**src/rtl/activation_interp_sequencer.sv**
```systemverilog
// -----------------------------------------------------------------------------
// activation_interp_sequencer
//
// Pushes a vector of signed fixed-point pre-activations, one element at a time,
// through a single shared piecewise-linear activation interpolator. For each
// element the two neighbouring lookup entries (base, next) are fetched from a
// synchronous ROM with one-cycle read latency. The interpolator is then driven
// with base/next/fraction, and its combinational result is written into the
// matching slot of the output vector.
//
// Per element: RB -> RN -> CN -> IP (4 cycles). Per vector: + IDLE accept + DONE.
//
// Ports
//   clk              rising-edge clock
//   rst              synchronous active-high reset
//   start_i          one-cycle request, honoured only in IDLE
//   in_vec_i         N_NEURONS packed elements, element i at [i*WIDTH +: WIDTH]
//   busy_o           high from the cycle after acceptance through DONE
//   done_o           one-cycle pulse; out_vec_o valid until the next acceptance
//   out_vec_o        activations, same packing as in_vec_i
//   rom_addr_o       ROM read address (holds between reads)
//   rom_data_i       ROM data, valid one cycle after its address
//   itp_base_o       interpolator lower entry
//   itp_next_o       interpolator upper entry
//   itp_remaining_o  interpolator fraction, zero-extended to WIDTH
//   itp_value_i      interpolator result (combinational from itp_*_o)
// -----------------------------------------------------------------------------
module activation_interp_sequencer #(
  parameter int N_NEURONS = 2,
  parameter int WIDTH     = 8,
  parameter int FRAC      = 4
) (
  input  logic                        clk,
  input  logic                        rst,
  input  logic                        start_i,
  input  logic [N_NEURONS*WIDTH-1:0]  in_vec_i,
  output logic                        busy_o,
  output logic                        done_o,
  output logic [N_NEURONS*WIDTH-1:0]  out_vec_o,
  output logic [WIDTH-FRAC-1:0]       rom_addr_o,
  input  logic [WIDTH-1:0]            rom_data_i,
  output logic [WIDTH-1:0]            itp_base_o,
  output logic [WIDTH-1:0]            itp_next_o,
  output logic [WIDTH-1:0]            itp_remaining_o,
  input  logic [WIDTH-1:0]            itp_value_i
);

  localparam int AW = WIDTH - FRAC;
  localparam int IW = (N_NEURONS > 1) ? $clog2(N_NEURONS) : 1;

  // Adding 2^(AW-1) to the signed integer part is the same as flipping its MSB.
  localparam logic [AW-1:0] ADDR_BIAS = AW'(1) << (AW - 1);
  localparam logic [IW-1:0] LAST_IDX  = IW'(N_NEURONS - 1);

  typedef enum logic [2:0] {
    S_IDLE,
    S_RB,    // present base address
    S_RN,    // capture base entry, present next address
    S_CN,    // capture next entry, load interpolator operands
    S_IP,    // interpolator result valid, write slot
    S_DONE
  } state_e;

  state_e                       state_q, state_d;
  logic [IW-1:0]                idx_q, idx_d;
  logic [N_NEURONS*WIDTH-1:0]   vec_q, vec_d;
  logic [WIDTH-1:0]             base_q, base_d;
  logic [N_NEURONS*WIDTH-1:0]   out_q, out_d;
  logic [AW-1:0]                addr_q, addr_d;
  logic [WIDTH-1:0]             itp_base_q, itp_base_d;
  logic [WIDTH-1:0]             itp_next_q, itp_next_d;
  logic [WIDTH-1:0]             itp_rem_q, itp_rem_d;

  // Decode of the element currently being processed.
  int                           slot;
  logic [WIDTH-1:0]             cur_x;
  logic [AW-1:0]                base_addr;
  logic [AW-1:0]                next_addr;
  logic [WIDTH-1:0]             cur_rem;

  always_comb begin
    slot      = int'(idx_q) * WIDTH;
    cur_x     = vec_q[slot +: WIDTH];
    base_addr = cur_x[WIDTH-1:FRAC] ^ ADDR_BIAS;
    // The top entry has no upper neighbour: reuse it instead of wrapping to 0.
    next_addr = (&base_addr) ? base_addr : base_addr + AW'(1);
    cur_rem   = WIDTH'(cur_x[FRAC-1:0]);
  end

  // Next-state and datapath.
  always_comb begin
    // NOTE: every signal gets its hold value first, so no path through the
    // case can leave one unassigned and infer a latch.
    state_d    = state_q;
    idx_d      = idx_q;
    vec_d      = vec_q;
    base_d     = base_q;
    out_d      = out_q;
    addr_d     = addr_q;
    itp_base_d = itp_base_q;
    itp_next_d = itp_next_q;
    itp_rem_d  = itp_rem_q;

    unique case (state_q)
      S_IDLE: begin
        if (start_i) begin
          vec_d   = in_vec_i;
          idx_d   = '0;
          state_d = S_RB;
        end
      end
      S_RB: begin
        addr_d  = base_addr;
        state_d = S_RN;
      end
      S_RN: begin
        base_d  = rom_data_i;
        addr_d  = next_addr;
        state_d = S_CN;
      end
      S_CN: begin
        // Operands are registered here so they are stable for the whole IP cycle.
        itp_base_d = base_q;
        itp_next_d = rom_data_i;
        itp_rem_d  = cur_rem;
        state_d    = S_IP;
      end
      S_IP: begin
        out_d[slot +: WIDTH] = itp_value_i;
        if (idx_q == LAST_IDX) begin
          state_d = S_DONE;
        end else begin
          idx_d   = idx_q + IW'(1);
          state_d = S_RB;
        end
      end
      S_DONE: begin
        state_d = S_IDLE;
      end
      default: begin
        state_d = S_IDLE;
      end
    endcase
  end

  // Control and visible state: all reset.
  always_ff @(posedge clk) begin
    // NOTE: non-blocking assignments in clocked blocks, so every register
    // samples the pre-edge value of every other register.
    if (rst) begin
      state_q    <= S_IDLE;
      idx_q      <= '0;
      out_q      <= '0;
      addr_q     <= '0;
      itp_base_q <= '0;
      itp_next_q <= '0;
      itp_rem_q  <= '0;
    end else begin
      state_q    <= state_d;
      idx_q      <= idx_d;
      out_q      <= out_d;
      addr_q     <= addr_d;
      itp_base_q <= itp_base_d;
      itp_next_q <= itp_next_d;
      itp_rem_q  <= itp_rem_d;
    end
  end

  // NOTE: the latched input vector and base entry are pure data, always written
  // before they are read, so they carry no reset.
  always_ff @(posedge clk) begin
    vec_q  <= vec_d;
    base_q <= base_d;
  end

  // The address is driven straight from the decode in RB/RN so the ROM sees it
  // in the same cycle; elsewhere the last address is held.
  assign rom_addr_o      = addr_d;
  assign busy_o          = (state_q != S_IDLE);
  assign done_o          = (state_q == S_DONE);
  assign out_vec_o       = out_q;
  assign itp_base_o      = itp_base_q;
  assign itp_next_o      = itp_next_q;
  assign itp_remaining_o = itp_rem_q;

endmodule

```
**config.mk**
```make
export PLATFORM = sky130hd
export DESIGN_NAME = activation_interp_sequencer
export DESIGN_NICKNAME = d
export VERILOG_FILES = /design/src/rtl/activation_interp_sequencer.sv
export SDC_FILE = /design/constraint.sdc
export NUM_CORES = 1
export LEC_CHECK = 0
export ABC_AREA = 1
export BUFFER_PORTS_ARGS = -buffer_cell sky130_fd_sc_hd__buf_4
export CAP_MARGIN = 20
export CORE_UTILIZATION = 54
export CTS_CLUSTER_DIAMETER = 100
export DETAILED_ROUTE_END_ITERATION = 12
export PLACE_DENSITY_LB_ADDON = 0.08
export SYNTH_ARGS = -nofsm -noshare
export SYNTH_HDL_FRONTEND = slang
export SYNTH_SLANG_ARGS = --single-unit
```
**constraint.sdc**
```tcl
create_clock -name clk -period 2.7 [get_ports clk]
set_input_delay 0.135 -clock clk [delete_from_list [all_inputs] [get_ports clk]]
set_output_delay 0.135 -clock clk [all_outputs]
set_load 0.05 [all_outputs]
```
Word level (Yosys, flattened, before mapping). Index checks and enable logic that the tools add are counted.

Output and inout bits: 46. Flip-flop bits (word level): 68. Logic and storage cells: 37. Input port bits: 35.

Multiplexer cells: 9. Reduce and logical (&&, ||, !) cells: 6. Bitwise operators: 1. $add $sub $neg: 3. Eq/ne operators: 6. Shift operators: 3.

Operator list (count): negator 4 -> 33 bit (1); variable shift 8 x 33 -> 16 bit (first input constant) (1); indexed part select 8 x 33 -> 16 bit (1); bitwise mux 16 bit (1); indexed part select 16 x 5 -> 8 bit (1); one-hot mux 3 bit (5 select lines) (1); one-hot mux 4 bit (2 select lines) (1); == test 3 x 2 -> 1 bit (second input constant) (2); == test 3 bit (second input constant) (2); 2-to-1 mux 3 bit (2); adder 4 x 1 -> 4 bit (second input constant) (1); 2-to-1 mux 4 bit (1); AND reduction 2 bit (2); AND reduction 4 bit (1); == test 3 x 1 -> 1 bit (second input constant) (1); zero test 3 bit (1); nonzero test 3 bit (1); 2-to-1 mux 1 bit (2); != test 2 bit (second input constant) (1); one-hot mux 1 bit (2 select lines) (1); nonzero test 2 bit (1); adder 1 bit (second input constant) (1); NOT 1 bit (1).

Longest topological paths before layout. Gate-level depths: netlist (run 1).

Depth after elaboration: 5. Gate-level depth with buffers: 9.

Worst setup path after synthesis (run 1). No wires, ideal clock.

Kind: reg2reg. Start point: reg state_q[0]. End point: reg vec_q[0], enable pin. Setup slack: 0.688 ns. Period minus slack after synthesis: 2.012 ns. Cell stages (with the launch flop): 4. Arrival time: 1.623 ns. Path through: dfxtp_1 nor2_1 nand2_1 nor2_1.

Word-level cells in the longest chain between the ends: 2.

RTL lines: from (decl) (RTL line 64) `state_e state_q, state_d;`; from (signal assigned) (RTL line 159) `state_q <= state_d;`; zero test 3 bit (RTL line 104) `unique case (state_q)`; AND reduction 2 bit (no source line); to (signal assigned) (RTL line 172) `vec_q <= vec_d;`; to (decl) (RTL line 66) `logic [N_NEURONS*WIDTH-1:0] vec_q, vec_d;`.

Every way passes these cells. A chain may end at the register's enable or synchronous reset.

Worst setup path after layout (run 1).
Start point: reg idx_q. End point: out rom_addr_o[1].

Word-level cells in the longest chain between the ends: 5.

RTL lines: from (decl) (RTL line 65) `logic [IW-1:0] idx_q, idx_d;`; from (signal assigned) (RTL line 160) `idx_q <= idx_d;`; indexed part select 16 x 5 -> 8 bit (*) (RTL line 83) `cur_x = vec_q[slot +: WIDTH];`; parallel branches: the longest is 3 deep, another holds adder 4 x 1 -> 4 bit; one-hot mux 4 bit (2 select lines) (*) (RTL line 104); to (decl) (RTL line 40) `output logic [WIDTH-FRAC-1:0] rom_addr_o,`.

Mark *: on every way between the ends.

==> run_results.csv, run 1 <==
group,metric,value,unit
synth,yosys_warnings,0,
floorplan,core.rowCount,24,
clocking,cts_sinks,68,
cells_and_area,drive_gt1_share,27.8,%
floorplan,dieArea,5120,um^2
sta,max_slew_margin,64.2,%
sta,fin_crit_sh,87.1,%
grt,grt_usage,26.1,%
clocking,clk_transition_reported_paths,80,ps
floorplan,die_x,71.5,um
sta,fin_worst_skew,8.78,ps
sta,hold_viol,0,
power,pwr-share-seq,45.0,%
sta,grt_setup_unrepaired,"false",
synth,syn_area_per_cell,9.26,um^2
setup_path,cp.required,2570,ps
cells_and_area,nNetsFinal,420,
floorplan,die_h,71.5,um
power,p_switching,0.000680,W
power,pwr-share-clk,39.4,%
power,comb_power_share,15.6,%
grt,grt_pass1_vias,2098,
sta,worstMarginPinSlew,536,ps
place,portBuffers,76,
route,drtIter0Drc,183,
grt,grt_pass1_wl,9970,um
clocking,ctsResizeCount,0,
floorplan,start_util,57.9,%
place,hpwl,3690,um
route,drt_wl_total,6030,um
route,ant_nets,0,
route,vias,2217,
setup_path,crit_path_end,"rom_addr_o[1]",
min_path,hold_path.startpoint,"itp_value_i[3]",
setup_path,worstReg2RegEnd,"addr_q[1]$_SDFF_PP0_",
power,total_power,0.00255,W
power,p_leak,1.60,nW
floorplan,ioPinCount,81,
place,place_congestion,0.817,
setup_path,reg2reg_slack,880,ps
route,drc,0,
sta,min_period,2350,ps
clocking,cts_tree,"done",
clocking,cts_made_buffers,9,
route,via_per_inst,5.03,
clocking,htree_levels,3,
grt,antenna_found_initial,0,
route,drtPass1Iterations,4,
setup_path,ff2ff_path_depth,10,
power,p_int,0.00187,W
synth,synthCells,282,
grt,grt_overflow_total,0,
setup_path,crit_start,"idx_q$_SDFFE_PP0P_",
run_status,outcome,"complete, no violations",
min_path,hold_class,"input pin to flip-flop",
clocking,max-clock-path-buffers,2,
synth,ys_types,26,
job,cap_violations,0,
sta,tns,0,ps
setup_path,cp-end-kind,"primary output",
synth,synth-seq-cells,68,
sta,max_freq,0.425,GHz
power,p_per_area,696,nW/um^2
power,ir_drop,0.000758,V
synth,netlist_area,2610,um^2
floorplan,core,4500,um^2
clocking,root_buffer,"clkbuf_8",
setup_path,reg2reg_from,"idx_q$_SDFFE_PP0P_",
cells_and_area,syn2layout_area_growth,40.2,%
setup_path,path_class,"flip-flop to primary output",
sta,slew_violations,0,
setup_path,arrival,2220,ps
synth,seq_area_frac_synth,61.4,%
cells_and_area,insertedDiodeCount,0,
clocking,insertion_delay,340,ps
grt,grt_max_degree,26,
sta,setup_viol,0,
power,switching_share,26.7,%
route,wl_per_cell,13.7,um
setup_path,crit_fanout,21,
setup_path,setup.worst_path.start_class,"flip-flop",
-- worst min path at each step --
stage	endpoint	slack, ps	cells past startpoint
final	out_vec_o[11]$_SDFFE_PP0N_	90	3
after global placement	vec_q[12]$_DFFE_PP_	310	1
after detailed placement	vec_q[9]$_DFFE_PP_	310	1
after global routing	out_vec_o[9]$_SDFFE_PP0N_	80	3
after CTS	out_vec_o[11]$_SDFFE_PP0N_	80	3
after floorplan	addr_q[3]$_SDFF_PP0_	200	1
-- worst max-delay path, stage by stage, from the launching register on --
cell	delay (ps)
dfxtp_1	300
buf_4	200
inv_2	240
nand2_1	110
nand2_2	110
ha_1	240
nand2_1	90
nor2_1	150
nand2_1	100
nand3_1	90
nand2_1	60
buf_4	180
-- layout make-up --
cell class,count,area (um^2)
sequential,68,1600
multi-input combinational,182,846
fill,279,845
timing repair buffer,103,833
clock buffer,9,124
clock inverter,7,115
inverter,20,75.1
tap,52,65.1
-- state kept, by name, summed over array words and instances, names as in the netlist --
signal / flops
itp_next_o: 8
addr_q: 4
idx_q: 1
vec_q: 16
base_q: 8
state_q: 3
itp_remaining_o: 4
itp_base_o: 8
out_vec_o: 16
-- metrics by stage --
step | util, % | instances | hold WS [ps] | area, um^2 | setup slack, ps
3_3_place_gp | 70.6 | 401 | 313 | 3180 | 871
6_report | 81.3 | 441 | 87.2 | 3660 | 349
3_5_place_dp | 70.6 | 401 | 314 | 3180 | 794
5_1_grt | 81.3 | 441 | 79.7 | 3660 | 101
2_1_floorplan | - | 285 | 204 | 2620 | 688
4_1_cts | 81.3 | 441 | 76.3 | 3660 | 381
-- routing by layer --
layer / GRT usage [%] / vias to the layer above / share of wire [%]
li1: - / 1131 / -
met1: 32.7 / 1007 / 42
met2: 43.1 / 74 / 50
met3: 7.88 / 5 / 5.9
met4: 9.59 / 0 / 1.3
met5: 0 / - / 0
-- power by group through the flow --
stage / Combinational, W / Clock [W] / Sequential [W]
6_report: 0.000397 / 0.00100 / 0.00115
5_1_grt: 0.000429 / 0.00106 / 0.00115
4_1_cts: 0.000394 / 0.00101 / 0.00115
3_5_place_dp: 0.000365 / 0 / 0.00117
3_3_place_gp: 0.000360 / 0 / 0.00117
2_1_floorplan: 0.000193 / 0 / 0.00122
-- cell families (layout without fill, tap and decap cells) --
family                   count (synthesis)  after routing  synth area share [%]
AO/OA/AOI/OAI                           56             56                  11.4
adder cells (fa/ha/maj)                  1              1                 0.479
buffers and inverters                   35            139                  6.66
flip-flops                              68             68                  61.4
other                                    1              4                 0.144
AND/OR/NAND/NOR                        121            121                  19.9
-- cell usage after synthesis --
cell type  count  share of area, %
inv_2          5              0.72
conb_1         1              0.14
nor2_1        37               5.3
buf_6          2              0.86
a211oi_1       1              0.29
a31oi_1        4              0.96
nand3_2        1              0.38
o21ai_2        1              0.34
ha_1           1              0.48
nand2_1       53               7.6
a21oi_2        1              0.34
nand2_4        1              0.43
dfxtp_1       44                34
o211ai_1       1              0.29
buf_4          7               2.0
buf_2          1              0.19
nor3_1         1              0.19
nor3_4         1              0.62
a21oi_1       22               4.2
o21ai_0       24               4.6
inv_1         15               2.2
edfxtp_1      24                28
clkbuf_1       5              0.72
nand3_1       23               4.4
o21ai_1        2              0.38
nand2_2        4              0.96
-- cell usage in the layout, fill, tap and decap left out, drive strengths merged --
master,n
a21oi,23
inv,20
conb,4
clkbuf,9
clkinvlp,1
dfxtp,44
a211oi,1
edfxtp,24
nand2,58
bufinv,3
nor3,2
buf,79
o21ai,27
dlygate4sd3,24
nor2,37
clkinv,3
ha,1
nand3,24
o211ai,1
a31oi,4
-- repair_timing --
| item | in CTS | in global routing |
|---|---|---|
| hold buffers | 24 | 0 |
| buffers inserted | 0 | 0 |
| hold endpoints to repair | 24 | 0 |
Note: power is estimated with default switching activity, not from simulation.
==> run 2: changes to the inputs <==
--- a/config.mk
+++ b/config.mk
@@ -11,7 +11,7 @@
 export CORE_UTILIZATION = 54
 export CTS_CLUSTER_DIAMETER = 100
 export DETAILED_ROUTE_END_ITERATION = 12
-export PLACE_DENSITY_LB_ADDON = 0.08
+export PLACE_DENSITY = 0.95
 export SYNTH_ARGS = -nofsm -noshare
 export SYNTH_HDL_FRONTEND = slang
 export SYNTH_SLANG_ARGS = --single-unit
==> run 2 against run 1 <==
Net effect: sequential power about the same; routed wire length up 4.1%; design area down 2.3%; clock skew down 3.0 ps; worst hold slack better by 0.81 ps; critical path depth down 1; clock power down 30%; critical path type unchanged; largest cell class unchanged.
==> run_results.csv, run 2 (same netlist as run 1, synthesis figures left out) <==
group,metric,value,unit
sta,fin_worst_skew,5.75,ps
floorplan,die_x,71.5,um
floorplan,start_util,57.9,%
clocking,root_buffer,"clkbuf_8",
cells_and_area,final.fill_count,287,
clocking,cts_sinks,68,
sta,max_freq,0.434,GHz
setup_path,path_class,"flip-flop to primary output",
floorplan,ioPinCount,81,
min_path,hold-path-cell-count,3,
cells_and_area,final_util,79.4,%
clocking,htree_levels,3,
cells_and_area,nNetsFinal,419,
sta,min_period,2310,ps
sta,worstMarginPinSlew,811,ps
min_path,hold_class,"input pin to flip-flop",
cells_and_area,drive_gt1_share,26.8,%
power,p_switching,0.000627,W
cells_and_area,multi_input_area,846,um^2
cells_and_area,syn2layout_area_growth,37.0,%
setup_path,reg2reg_from,"state_q[0]$_SDFFE_PP0P_",
route,drtPass1Iterations,4,
setup_path,arrival,2170,ps
grt,grt_overflow_total,0,
setup_path,worstPathCellList,"buf_4 > nand2_1 > nand2_2 > ha_1 > nand2_1 > nor2_1 > nand2_1 > nand3_1 > nand2_1 > buf_4",
clocking,cts_made_buffers,9,
place,portBuffers,76,
grt,grt_max_degree,26,
power,p_leak,1.56,nW
cells_and_area,regArea,1600,um^2
cells_and_area,insertedDiodeCount,0,
clocking,clk_transition_reported_paths,70,ps
place,dp_worst_setup_slack,796,ps
sta,max_slew_margin,45.8,%
setup_path,worstReg2RegEnd,"itp_base_o[2]$_SDFFE_PP0P_",
power,ir_drop,0.000478,V
cells_and_area,final_cell_mix,"buf_4, nand2_1, dfxtp_1",
power,switching_share,28.0,%
route,drtIter0Drc,130,
place,hpwl,3820,um
grt,grt_usage,27.4,%
min_path,hold_end,"out_vec_o[15]$_SDFFE_PP0N_",
setup_path,critPathSlowestCell,"dfxtp_1",
grt,grt_pass1_wl,10400,um
power,comb_power_share,17.6,%
grt,antenna_found_initial,0,
run_status,outcome,"complete, no violations",
floorplan,dieArea,5120,um^2
route,via_per_inst,5.23,
route,drc,0,
clocking,insertion_delay,330,ps
floorplan,core,4500,um^2
clocking,cts_tree,"done",
setup_path,ff2ff_path_depth,5,
setup_path,cp-end-kind,"primary output",
power,pwr-share-seq,51.3,%
setup_path,cp.required,2570,ps
setup_path,reg2reg_slack,860,ps
floorplan,core.rowCount,24,
sta,tns,0,ps
sta,grt_setup_unrepaired,"false",
clocking,max-clock-path-buffers,2,
setup_path,setup.worst_path.start_class,"flip-flop",
power,p_per_area,627,nW/um^2
job,cap_violations,0,
sta,fin_crit_sh,85.4,%
min_path,hold_path.startpoint,"itp_value_i[7]",
route,wl_per_cell,14.3,um
setup_path,slowest_delay,550,ps
place,place_congestion,0.813,
setup_path,cp_common_cell,"nand2_1",
power,pwr-share-clk,31.1,%
route,drt_wl_total,6280,um
route,vias,2303,
setup_path,crit_fanout,12,
sta,hold_viol,0,
sta,fin_ws,394,ps
power,p_int,0.00161,W
grt,grt_pass1_vias,2270,
sta,slew_violations,0,
floorplan,die_h,71.5,um
cells_and_area,final_common_cell,"buf_4",
sta,setup_viol,0,
route,ant_nets,0,
==> run 2: cell count changes in the layout (fill, tap and decap cells not counted), sizes merged <==
cell      before  now
buf           79   78
bufinv         3    0
clkbuf         9   14
clkinvlp       1    0
clkinv         3    2
==> run 2: timing repair <==
action                    in CTS  in global routing
hold buffers                  24                  0
hold endpoints to repair      24                  0
buffers inserted               0                  0
gates resized for setup        0                  0
==> run 2: through the flow <==
step / hold WS [ps] / instances / total power, W / cell area (um^2)
global route: 81.8 / 440 / 0.00234 / 3580
finish: 88.0 / 440 / 0.00224 / 3580
detailed placement: 314 / 400 / 0.00153 / 3170
global placement: 315 / 400 / 0.00152 / 3170
floorplan: 204 / 285 / 0.00141 / 2620
CTS: 83.2 / 440 / 0.00224 / 3580
==> run 2: metal layers <==
layer	track usage, %	vias to the layer above	part of all wire, %
li1	-	1136	-
met1	31.7	1058	41
met2	45.8	92	51
met3	9.56	17	6.0
met4	13.3	0	2.3
met5	0	-	0
==> run 2: layout make-up <==
cell class | count | area share, %
Timing Repair Buffer | 102 | 23.1
Multi-Input combinational cell | 182 | 23.7
Clock inverter | 2 | 0.280
Tap cell | 52 | 1.82
Clock buffer | 14 | 4.27
Inverter | 20 | 2.10
Sequential cell | 68 | 44.8
==> run 2: power groups by stage <==
stage                     clock, W  sequential [W]  combinational [W]
final                     0.000696         0.00115           0.000396
after global routing      0.000761         0.00115           0.000425
after CTS                 0.000700         0.00115           0.000391
after detailed placement         0         0.00117           0.000363
after global placement           0         0.00117           0.000355
after floorplan                  0         0.00122           0.000193
==> run 2: worst max path at each step <==
stage / start / endpoint / slack (ps)
2_1_floorplan: state_q[0]$_SDFFE_PP0P_ / vec_q[0]$_DFFE_PP_ / 690
3_3_place_gp: idx_q$_SDFFE_PP0P_ / rom_addr_o[1] / 870
3_5_place_dp: idx_q$_SDFFE_PP0P_ / rom_addr_o[1] / 800
4_1_cts: idx_q$_SDFFE_PP0P_ / rom_addr_o[1] / 430
5_1_grt: idx_q$_SDFFE_PP0P_ / rom_addr_o[1] / 170
6_report: idx_q$_SDFFE_PP0P_ / rom_addr_o[0] / 390
==> run 2: worst max-delay path: cells and delay by family (launching register included) <==
| family | cells | cell delay, ps |
|---|---|---|
| simple gates | 7 | 610 |
| flops | 1 | 550 |
| buf+inv | 2 | 440 |
| fa+ha+maj | 1 | 230 |
==> run 3: changes to the inputs <==
--- a/config.mk
+++ b/config.mk
@@ -5,13 +5,13 @@
 export SDC_FILE = /design/constraint.sdc
 export NUM_CORES = 1
 export LEC_CHECK = 0
-export ABC_AREA = 1
+export ABC_AREA = 0
 export BUFFER_PORTS_ARGS = -buffer_cell sky130_fd_sc_hd__buf_4
 export CAP_MARGIN = 20
 export CORE_UTILIZATION = 54
 export CTS_CLUSTER_DIAMETER = 100
 export DETAILED_ROUTE_END_ITERATION = 12
-export PLACE_DENSITY = 0.95
+export PLACE_DENSITY = 0.94
 export SYNTH_ARGS = -nofsm -noshare
 export SYNTH_HDL_FRONTEND = slang
 export SYNTH_SLANG_ARGS = --single-unit
==> run 3 against run 2 <==
Net effect: clock-buffer cell count fell by 3; synthesized area grew 0.91%; via count shrank 5.7%; combinational power fell by 5.6%; clock power is 13% higher; non-clock buffer count is 1 higher; global-route usage is 3.9 points lower; critical path type unchanged; largest cell class unchanged; highest routed layer unchanged.
==> run_results.csv, run 3 <==
group,metric,value,unit
clocking,max-clock-path-buffers,2,
cells_and_area,final.fill_count,313,
clocking,cts_sinks,68,
synth,synth_compound_area_share,10.5,%
sta,worstMarginPinSlew,821,ps
synth,ys_types,38,
power,p_per_area,638,nW/um^2
floorplan,start_util,55.8,%
synth,synth-seq-cells,68,
synth,async_reset_ff_share,0,%
setup_path,path_class,"flip-flop to primary output",
place,place_congestion,0.864,
sta,hold_viol,0,
route,drc,0,
sta,fin_worst_skew,8.86,ps
power,p_switching,0.000626,W
sta,fin_ws,186,ps
synth,netlist_area,2630,um^2
setup_path,setup.worst_path.start_class,"flip-flop",
grt,antenna_found_initial,0,
power,p_int,0.00169,W
synth,synth_most_common_cell,"nand2_1",
floorplan,core,4720,um^2
synth,synth_edf_count,24,
clocking,root_buffer,"clkbuf_8",
synth,synthFlopType,"dfxtp_1",
synth,yosys_warnings,0,
clocking,clk_transition_reported_paths,70,ps
route,drtPass1Iterations,4,
sta,max_freq,0.398,GHz
synth,synth_top_cells_by_area,"dfxtp_1, edfxtp_1, nand2_1, a21oi_1, mux2i_1",
synth,synth_top_family_by_area,"simple AND/OR/NAND/NOR gates",
sta,grt_setup_unrepaired,"false",
synth,synth_mux_area_share,3.47,%
sta,holdWs,46.8,ps
place,dp_worst_setup_slack,414,ps
power,pwr-share-clk,34.1,%
cells_and_area,final_cell_mix,"buf_4, nand2_1, dfxtp_1",
setup_path,worstReg2RegEnd,"addr_q[1]$_SDFF_PP0_",
power,p_leak,1.43,nW
cells_and_area,final_common_cell,"buf_4",
floorplan,core.rowCount,25,
power,comb_power_share,16.2,%
synth,synth_common_cells,"nand2_1, dfxtp_1, a21oi_1",
synth,seq_area_frac_synth,60.8,%
clocking,insertion_delay,340,ps
grt,grt_usage,23.5,%
grt,grt_max_degree,45,
cells_and_area,nNetsFinal,390,
synth,synthXorXnorAreaFrac,0.333,%
sta,fin_crit_sh,93.1,%
setup_path,arrival,2380,ps
route,drtIter0Drc,125,
setup_path,cp.required,2570,ps
place,portBuffers,76,
setup_path,crit_path_end,"rom_addr_o[1]",
floorplan,ioPinCount,81,
synth,synthSimpleGateAreaFrac,19.0,%
synth,syn_area_per_cell,10.2,um^2
grt,grt_pass1_vias,2062,
job,cap_violations,0,
place,hpwl,3790,um
sta,max_slew_margin,45.3,%
synth,synth_fa_ha_area_share,0.475,%
clocking,htree_levels,3,
cells_and_area,drive_gt1_share,28.1,%
clocking,cts_tree,"done",
sta,min_period,2510,ps
floorplan,die_x,71.8,um
grt,grt_overflow_total,0,
setup_path,cp-end-kind,"primary output",
power,ir_drop,0.000488,V
power,switching_share,27.1,%
setup_path,reg2reg_from,"idx_q$_SDFFE_PP0P_",
sta,slew_violations,0,
floorplan,die_h,71.8,um
synth,synth_top_cell_by_area,"dfxtp_1",
sta,tns,0,ps
route,vias,2172,
grt,grt_pass1_wl,9080,um
cells_and_area,insertedDiodeCount,0,
route,wl_per_cell,13.7,um
route,ant_nets,0,
synth,yosysTopAreaCellShare,33.4,%
min_path,hold_class,"input pin to flip-flop",
run_status,outcome,"complete, no violations",
synth,synthCells,257,
floorplan,dieArea,5160,um^2
setup_path,crit_start,"idx_q$_SDFFE_PP0P_",
setup_path,crit_fanout,8,
power,pwr-share-seq,49.8,%
sta,setup_viol,0,
clocking,cts_made_buffers,9,
cells_and_area,syn2layout_area_growth,37.6,%
route,via_per_inst,5.10,
route,drt_wl_total,5830,um
setup_path,reg2reg_slack,740,ps
setup_path,ff2ff_path_depth,7,
run 3: worst min-delay path by stage:
stage,start,to,slack (ps),depth (start not counted)
after floorplan,rom_data_i[0],base_q[0]$_DFFE_PP_,230,0
final,itp_value_i[3],out_vec_o[11]$_SDFFE_PP0N_,50,3
after global placement,in_vec_i[4],vec_q[4]$_DFFE_PP_,310,1
after detailed placement,in_vec_i[12],vec_q[12]$_DFFE_PP_,310,1
after CTS,itp_value_i[3],out_vec_o[11]$_SDFFE_PP0N_,40,3
after global routing,itp_value_i[5],out_vec_o[5]$_SDFFE_PP0P_,60,3
run 3: routing by layer:
| layer | up-vias | track usage [%] | routed length, um |
|---|---|---|---|
| met3 | 9 | 5.63 | 384 |
| met4 | 0 | 12.2 | 75 |
| met1 | 1013 | 25.3 | 2190 |
| met5 | - | 0 | 0 |
| met2 | 80 | 42.9 | 3180 |
| li1 | 1070 | - | - |
run 3: layout make-up:
type / count / area, um^2 / share of cell area (%)
Sequential cell: 68 / 1600 / 44.2
Multi-Input combinational cell: 169 / 910 / 25.1
Timing Repair Buffer: 103 / 833 / 23.0
Clock buffer: 11 / 131 / 3.62
Tap cell: 67 / 83.8 / 2.31
Clock inverter: 5 / 52.6 / 1.45
Inverter: 3 / 11.3 / 0.311
run 3: what timing repair did:
item / CTS / global route
hold endpoints to repair: 24 / 0
hold buffers: 24 / 0
resized for setup: 0 / 2
buffers inserted: 0 / 0
endpoints found under the setup margin: 0 / 2
run 3: power groups by stage:
stage | Clock [W] | Combinational (W) | Sequential [W]
6_report | 0.000787 | 0.000374 | 0.00115
5_1_grt | 0.000840 | 0.000400 | 0.00116
4_1_cts | 0.000799 | 0.000372 | 0.00115
3_5_place_dp | 0 | 0.000343 | 0.00117
3_3_place_gp | 0 | 0.000333 | 0.00117
2_1_floorplan | 0 | 0.000210 | 0.00119
run 3: critical path: stages (launching register included):
cell and delay, ps:
dfxtp_2 440, mux2i_1 330, inv_1 110, ha_1 290
nand4bb_1 180, nand2_1 100, a31oi_1 260, nand3_1 130
buf_4 200
run 3: kinds of logic after synthesis:
| logic type | count (synthesis) |
|---|---|
| AOI/OAI and AO/OA | 47 |
| xor gates and xnor gates | 1 |
| adders and majority gates | 1 |
| buffers and inverters | 23 |
| DFF | 68 |
| muxes | 9 |
| other | 1 |
| and+or+nand+nor | 107 |
run 3: metrics by stage:
| stage | power, W | util [%] | cells | cell area (um^2) |
|---|---|---|---|---|
| after floorplan | 0.00141 | - | 260 | 2650 |
| after global placement | 0.00150 | 67.7 | 386 | 3200 |
| after detailed placement | 0.00152 | 67.7 | 386 | 3200 |
| after CTS | 0.00232 | 76.6 | 426 | 3620 |
| after global routing | 0.00240 | 76.7 | 426 | 3620 |
| final | 0.00231 | 76.7 | 426 | 3620 |
